## config.mk

```make
export PLATFORM = sky130hd
export DESIGN_NAME = inference_sequencer
export DESIGN_NICKNAME = d
export VERILOG_FILES = /design/src/rtl/inference_seq_pkg.sv /design/src/rtl/seq_watchdog.sv /design/src/rtl/inference_sequencer.sv
export SDC_FILE = /design/constraint.sdc
export NUM_CORES = 1
export LEC_CHECK = 0
export BUFFER_PORTS_ARGS = -buffer_cell sky130_fd_sc_hd__buf_2
export CAP_MARGIN = 25
export CORE_UTILIZATION = 45
export CTS_CLUSTER_DIAMETER = 200
export CTS_CLUSTER_SIZE = 16
export DETAILED_ROUTE_END_ITERATION = 8
export HOLD_SLACK_MARGIN = 0.05
export PLACE_DENSITY = 0.68
export RECOVER_POWER = 50
export SKIP_CTS_REPAIR_TIMING = 1
export SLEW_MARGIN = 30
export SYNTH_ARGS = -nofsm -noshare
export SYNTH_HDL_FRONTEND = slang
export SYNTH_SLANG_ARGS = --single-unit
```

## constraint.sdc

```tcl
create_clock -name clk -period 3.06 [get_ports clk]
set_clock_uncertainty 0.05 [all_clocks]
set_input_delay 0.306 -clock clk [delete_from_list [all_inputs] [get_ports clk]]
set_output_delay 0.306 -clock clk [all_outputs]
set_load 0.1 [all_outputs]
```

## src/rtl/inference_seq_pkg.sv

```systemverilog
// inference_seq_pkg: frame sequencer state encoding and counter sizing helper
package inference_seq_pkg;
  typedef enum logic [2:0] {IDLE, LOAD, DRAIN, FLUSH, WAIT_DNN, DONE} seq_state_t;
  function automatic int cnt_w(input int n);
    return ($clog2(n + 1) < 1) ? 1 : $clog2(n + 1);
  endfunction
endpackage

```

## src/rtl/seq_watchdog.sv

```systemverilog
// seq_watchdog: counts enabled cycles since clear and flags the last cycle before the limit
module seq_watchdog #(
  parameter int W = 1
) (
  input  logic         clk,
  input  logic         res_n,
  input  logic         clear,
  input  logic         enable,
  input  logic [W-1:0] limit,
  output logic         expire
);
  logic [W-1:0] cnt;
  assign expire = enable && (limit != '0) && (cnt == limit - W'(1));
  // cycle counter, restarted whenever the watched window is left
  always_ff @(posedge clk or negedge res_n)
    if (!res_n) cnt <= '0;
    else if (clear) cnt <= '0;
    else if (enable) cnt <= cnt + W'(1);
endmodule

```

## src/rtl/inference_sequencer.sv

```systemverilog
// inference_sequencer: per-frame controller feeding pixels to conv and timing the DNN flush
module inference_sequencer
  import inference_seq_pkg::*;
#(
  parameter int BitSize       = 32,
  parameter int ImageWidth    = 8,
  parameter int C2NumberOfK   = 4,
  parameter int MaxNumNerves  = 6,
  parameter int TimeoutCycles = 4096,
  parameter int FrameCntBits  = 8
) (
  input  logic                    clk,
  input  logic                    res_n,
  input  logic                    start,
  input  logic                    src_valid,
  input  logic [BitSize-1:0]      src_data,
  output logic                    src_ready,
  input  logic                    conv_ready,
  output logic                    conv_in_valid,
  output logic [BitSize-1:0]      conv_in_data,
  input  logic                    conv_set_done,
  output logic                    dnn_fl_res,
  input  logic                    dnn_out_done,
  output logic                    busy,
  output logic                    frame_done,
  output logic                    timeout_err,
  output logic [FrameCntBits-1:0] frame_cnt
);
  localparam int NumPixels  = ImageWidth ** 2;
  localparam int FlushDelay = C2NumberOfK + MaxNumNerves;
  localparam int PW = cnt_w(NumPixels);
  localparam int FW = cnt_w(FlushDelay);
  localparam int WW = cnt_w(TimeoutCycles);
  seq_state_t state, state_nx;
  logic [PW-1:0] pix_cnt;
  logic [FW-1:0] fl_cnt;
  logic set_done_seen, transfer, in_wd, expire;
  assign src_ready = (state == LOAD) && conv_ready;
  assign transfer  = src_valid && src_ready;
  assign busy      = state != IDLE;
  assign in_wd     = (state == DRAIN) || (state == WAIT_DNN);
  seq_watchdog #(.W(WW)) u_wd (
    .clk(clk),
    .res_n(res_n),
    .clear(!in_wd),
    .enable(in_wd),
    .limit(WW'(TimeoutCycles)),
    .expire(expire)
  );
  // next state; a pipeline exit condition beats a same-cycle watchdog expiry
  always_comb begin
    state_nx = state;
    case (state)
      IDLE:     state_nx = start ? LOAD : IDLE;
      LOAD:     state_nx = (transfer && pix_cnt == PW'(NumPixels - 1)) ? DRAIN : LOAD;
      DRAIN:    state_nx = (conv_set_done || set_done_seen) ? FLUSH : expire ? IDLE : DRAIN;
      FLUSH:    state_nx = (fl_cnt == FW'(FlushDelay)) ? WAIT_DNN : FLUSH;
      WAIT_DNN: state_nx = dnn_out_done ? DONE : expire ? IDLE : WAIT_DNN;
      DONE:     state_nx = IDLE;
      default:  state_nx = IDLE;
    endcase
  end
  // state register, pixel pipeline stage, counters and registered pulses
  always_ff @(posedge clk or negedge res_n)
    if (!res_n) begin
      state         <= IDLE;
      pix_cnt       <= '0;
      fl_cnt        <= '0;
      set_done_seen <= 1'b0;
      conv_in_valid <= 1'b0;
      conv_in_data  <= '0;
      dnn_fl_res    <= 1'b0;
      frame_done    <= 1'b0;
      timeout_err   <= 1'b0;
      frame_cnt     <= '0;
    end else begin
      state         <= state_nx;
      conv_in_valid <= transfer;
      dnn_fl_res    <= (state == FLUSH) && (fl_cnt == FW'(FlushDelay));
      frame_done    <= state == DONE;
      if (transfer) conv_in_data <= src_data;
      if (state == IDLE && start) begin
        pix_cnt       <= '0;
        timeout_err   <= 1'b0;
        set_done_seen <= 1'b0;
      end
      if (transfer) pix_cnt <= pix_cnt + PW'(1);
      if (state == LOAD && conv_set_done) set_done_seen <= 1'b1;
      if (state == DRAIN) fl_cnt <= '0;
      else if (state == FLUSH) fl_cnt <= fl_cnt + FW'(1);
      if (in_wd && state_nx == IDLE) timeout_err <= 1'b1;
      if (state == DONE) frame_cnt <= frame_cnt + FrameCntBits'(1);
    end
endmodule

```

### Yosys cells after proc, flatten, opt, wreduce, memory -nomap -nowiden

Index checks and enable logic that the tools add are counted.

* register bits: 72
* bits in latches: 0
* memory bits (writable): 0
* bits in read-only memories: 0
* input bits: 39
* output and inout bits: 46
* memories: 0

* add/subtract/negate cells: 4
* $mul: 0
* divide/modulo/power cells: 0
* order comparisons: 0
* eq/ne operators: 8
* shift-type cells: 0
* mux-type cells: 16
* bitwise logic cells: 0
* reductions and logical operators: 17

Operators by type and width (count)
* one-hot mux 3 bit (5 select lines): 1
* 2-to-1 mux 7 bit: 2
* adder 13 x 1 -> 13 bit (second input constant): 1
* equality test 13 x 12 -> 1 bit (second input constant): 1
* 2-to-1 mux 13 bit: 1
* 2-to-1 mux 3 bit: 3
* adder 8 x 1 -> 8 bit (second input constant): 1
* logical AND 1 bit: 8
* 2-to-1 mux 4 bit: 2
* nonzero test 2 bit: 4
* adder 7 x 1 -> 7 bit (second input constant): 1
* equality test 7 x 6 -> 1 bit (second input constant): 1
* equality test 3 x 2 -> 1 bit (second input constant): 2
* equality test 3 bit (second input constant): 2
* logical NOT 3 bit: 2
* 2-to-1 mux 2 bit: 3
* adder 4 x 1 -> 4 bit (second input constant): 1
* equality test 4 bit (second input constant): 1
* 2-to-1 mux 1 bit: 4
* equality test 3 x 1 -> 1 bit (second input constant): 1
* nonzero test 3 bit: 1
* logical OR 1 bit: 2

### Depth between registers and ports, before layout

* word-level depth: 9
* depth in mapped cells: 8
* depth with buffers taken out: 6

### By module

From an unflattened synthesis, not the netlist that was laid out.

* cell total of the unflattened synthesis: 380
* area, all modules: 3569.7 µm²

By module, submodules not included
* inference_sequencer: instances 1, cells each 255, area an instance 2496.1 µm²
* seq_watchdog: instances 1, cells each 125, area an instance 1073.5 µm²

### Worst setup path after synthesis

Ideal clock, no wire load.

* kind: register to register
* from: reg state[2]
* to: reg conv_in_data[12]
* library setup time: 0.068 ns
* arrival: 1.946 ns
* data required time: 2.942 ns
* path slack: 0.996 ns
* stages on the path, launching flop included: 9
* path buffers: 3
* clock period less this slack: 2.064 ns
* cells stage by stage: dfrtp_1 buf_2 and4bb_2 nand2_2 inv_2 buf_2 buf_2 nand2_1 nand2_1

* longest elaborated chain between the ends: 3

Ends and longest elaborated chain
* from (decl): line inference_sequencer.sv:34 `seq_state_t state, state_nx;`
* from (signal assigned): line inference_sequencer.sv:77 `state <= state_nx;`
* equality test 3 x 1 -> 1 bit: line inference_sequencer.sv:38 `assign src_ready = (state == LOAD) && conv_ready;`
* logical AND 1 bit: line inference_sequencer.sv:38
* net src_ready: line inference_sequencer.sv:17 `output logic src_ready,`
* logical AND 1 bit: line inference_sequencer.sv:39 `assign transfer = src_valid && src_ready;`
* to (signal assigned): line inference_sequencer.sv:81 `if (transfer) conv_in_data <= src_data;`
* to (decl): line inference_sequencer.sv:20 `output logic [BitSize-1:0] conv_in_data,`

The timed path passes the listed nets, and every way through them passes these cells.
A chain may end at the register's enable or synchronous reset.

### Worst setup path after layout

* from: reg state[0]
* to: out src_ready

* longest elaborated chain between the ends: 2

Ends and longest elaborated chain (line)
* equality test 3 x 1 -> 1 bit: inference_sequencer.sv:38
* logical AND 1 bit: inference_sequencer.sv:38
* to (decl): inference_sequencer.sv:17

No other way between the ends.

==> reports/results.tsv <==
stage	metric	value	unit
synth	sequential-to-total area share from yosys stat	58.5	%
global_route	All-Layer GR Usage	18.5	%
sta	fin crit period	2.06	ns
sta	final setup fails	0	
synth	synthesized flop and latch total	72	
final_layout	commonest non-fill, non-tap cell in the layout	nand2_1	
global_route	first-pass GRT wire length	10300	um
synth	Synth Net Count	365	
drt	DRC errors left	11	
floorplanning	Rows	29	
floorplanning	Die ar.	0.00718	mm2
floorplanning	core area	0.00649	mm2
setup_path	Worst Path Arrival	1.70	ns
placed_design	Placed Instances	473	
sta	Max transition margin	-17.7	%
sta	RSZ-0062 raised after global routing	false	
synth	post-synthesis cell area	0.00308	mm2
synth	share of synthesized flip-flops with an asynchronous set or reset	100	%
drt	DR WL/cell	12.2	um
sta	Slew @ Worst Pin	1.77	ns
floorplanning	Die Height	84.8	um
clocking	clock tree buffer depth	2	
drt	DR vias	2428	
run_status	status	complete, but fails checks	
final_layout	synth-to-layout area growth	21.9	%
setup_path	Setup CP Type	register to output port	
floorplanning	Die X	84.8	um
final_layout	n_diodes	0	
synth	Syn. warnings	0	
synth	Cell variety after synth	41	
synth	Post-Syn Instances	321	
sta	Hold Vio Cnt, Final	0	
setup_path	CP max FO	13	
final_layout	nets	452	
drt	first drt pass iteration count	8	
final_layout	fin cells	490	
placed_design	placer congestion estimate	0.826	
global_route	grt total ovfl	0	
final_layout	layout cells sized above 1	23.0	%
setup_path	critical path endpoint category	output port	
floorplanning	Initial Utilization	47.4	%
drt	Starting DRT DRC Count	143	
synth	Synth top area share	58.5	%
setup_path	WP data required	2.70	ns
drt	Routed Antenna Nets	0	
synth	Post-synth top flop	dfrtp_1	
synth	number of flops mapped to enable cells by yosys	0	
run_status	failing checks	design-rule violations, max-capacitance violations, max-slew violations	
clocking	Worst-Skew Late Latency	0.34	ns
setup_path	Setup crit start kind	register	
final_layout	# fillers	603	
hold_path	worst min path class	input pin to register	
drt	final wirelength	5990	um
synth	synth top area cells	dfrtp_1, nand2_1, xnor2_1, nor2_1, xor2_1	
clocking	root buffer cell	clkbuf_8	
sta	setup tns final	0	ns
global_route	initial antenna violation count	0	
final_layout	Util after Layout	57.8	%
sta	fin. max-slew vios	32	
drt	DR vias/cell	4.96	
clocking	# H-tree levels	3	
global_route	largest net degree at the start of global routing	42	
global_route	vias in the first global route	2322	
synth	leading area contributor after synthesis	dfrtp_1	
sta	final period utilization	67.2	%
final_layout	commonest cells after routing, fill and taps aside	nand2_1, dfrtp_1, buf_2, nor2_1, clkbuf_1	
placed_design	detailed placement HPWL	4160	um
clocking	CTS tree	built	
clocking	clock-pin transition on the worst setup and hold timing paths	0.08	ns
sta	Fmax achieved	486	MHz
clocking	CTS Buf Count	9	
job	Max-Cap Viols	1	
placed_design	I/O Buffers	84	
floorplanning	Ports	85	
clocking	Sink Count	72	
synth	Synth Area per Inst	9.60	um2
sta	worst hold slack	0.0974	ns
==> kinds of logic after synthesis <==
group                      after synthesis  share of synthesized area, %
AOI/OAI and AO/OA                       24                          4.83
muxes                                    5                          1.62
buffers and inverters                   20                          2.64
and+or+nand+nor                        178                          25.6
xor gates and xnor gates                17                          4.83
DFF                                     72                          58.5
adders and majority gates                5                          2.03
==> path summary, 6_finish.rpt <==
kind,from,endpoint,slack (ns),depth (start not counted)
worst max-delay path,state[0],src_ready,1.00,2
worst min-delay path,src_data[17],conv_in_data[17],0.1,3
worst max register to register,state[0],pix_cnt[5],1.09,5
worst min register to register,frame_cnt[7],frame_cnt[7],0.42,1
max in group asynchronous,res_n,conv_in_data[10],1.01,2
min in group asynchronous,res_n,conv_in_data[31],0.92,2
==> routing by layer <==
layer,track usage [%],vias up,share of wire (%)
met2,28.5,68,45
met5,0,-,0
met1,23.9,1125,48
met4,7.24,0,1.8
met3,7.08,11,5.8
li1,-,1224,-
==> flip-flops by register name, indices dropped and copies added (netlist names) <==
| register | cells |
|---|---|
| timeout_err | 1 |
| u_wd.cnt | 13 |
| fl_cnt | 4 |
| frame_done | 1 |
| state | 3 |
| dnn_fl_res | 1 |
| set_done_seen | 1 |
| conv_in_valid | 1 |
| pix_cnt | 7 |
| frame_cnt | 8 |
| conv_in_data | 32 |
==> cell usage after synthesis (all sizes together), types with 5 or more instances <==
library cell    n
a21oi           7
nand2         119
nand3          13
o21ai           8
dfrtp          72
buf             7
ha              5
nand4           6
xor2            8
nor2           19
nor3            5
xnor2           9
mux2i           5
inv             9
==> metrics by stage <==
step | cell area (um2) | worst slack [ns]
2_1_floorplan | 3080 | 0.996
6_report | 3760 | 1.00
3_5_place_dp | 3580 | 1.10
4_1_cts | 3760 | 0.990
3_3_place_gp | 3580 | 1.16
5_1_grt | 3760 | 0.597
==> worst max-delay path, cell delays in order, from the launching register on <==
cell	delay [ns]
dfrtp_1	0.56
and4bb_2	0.34
buf_2	0.45
==> layout make-up <==
| class | count | area, um2 | area share [%] |
|---|---|---|---|
| flip-flops and latches | 72 | 1800 | 48.0 |
| repair buffers | 87 | 440 | 11.7 |
| clock buffers | 9 | 124 | 3.30 |
| inverters | 9 | 33.8 | 0.899 |
| clock inverters | 7 | 61.3 | 1.63 |
| multi-input cells | 229 | 1200 | 31.9 |
| well taps | 77 | 96.3 | 2.56 |
Power is not shown: default switching activity piles up to over one toggle a cycle in this logic, so the estimate is an artifact.
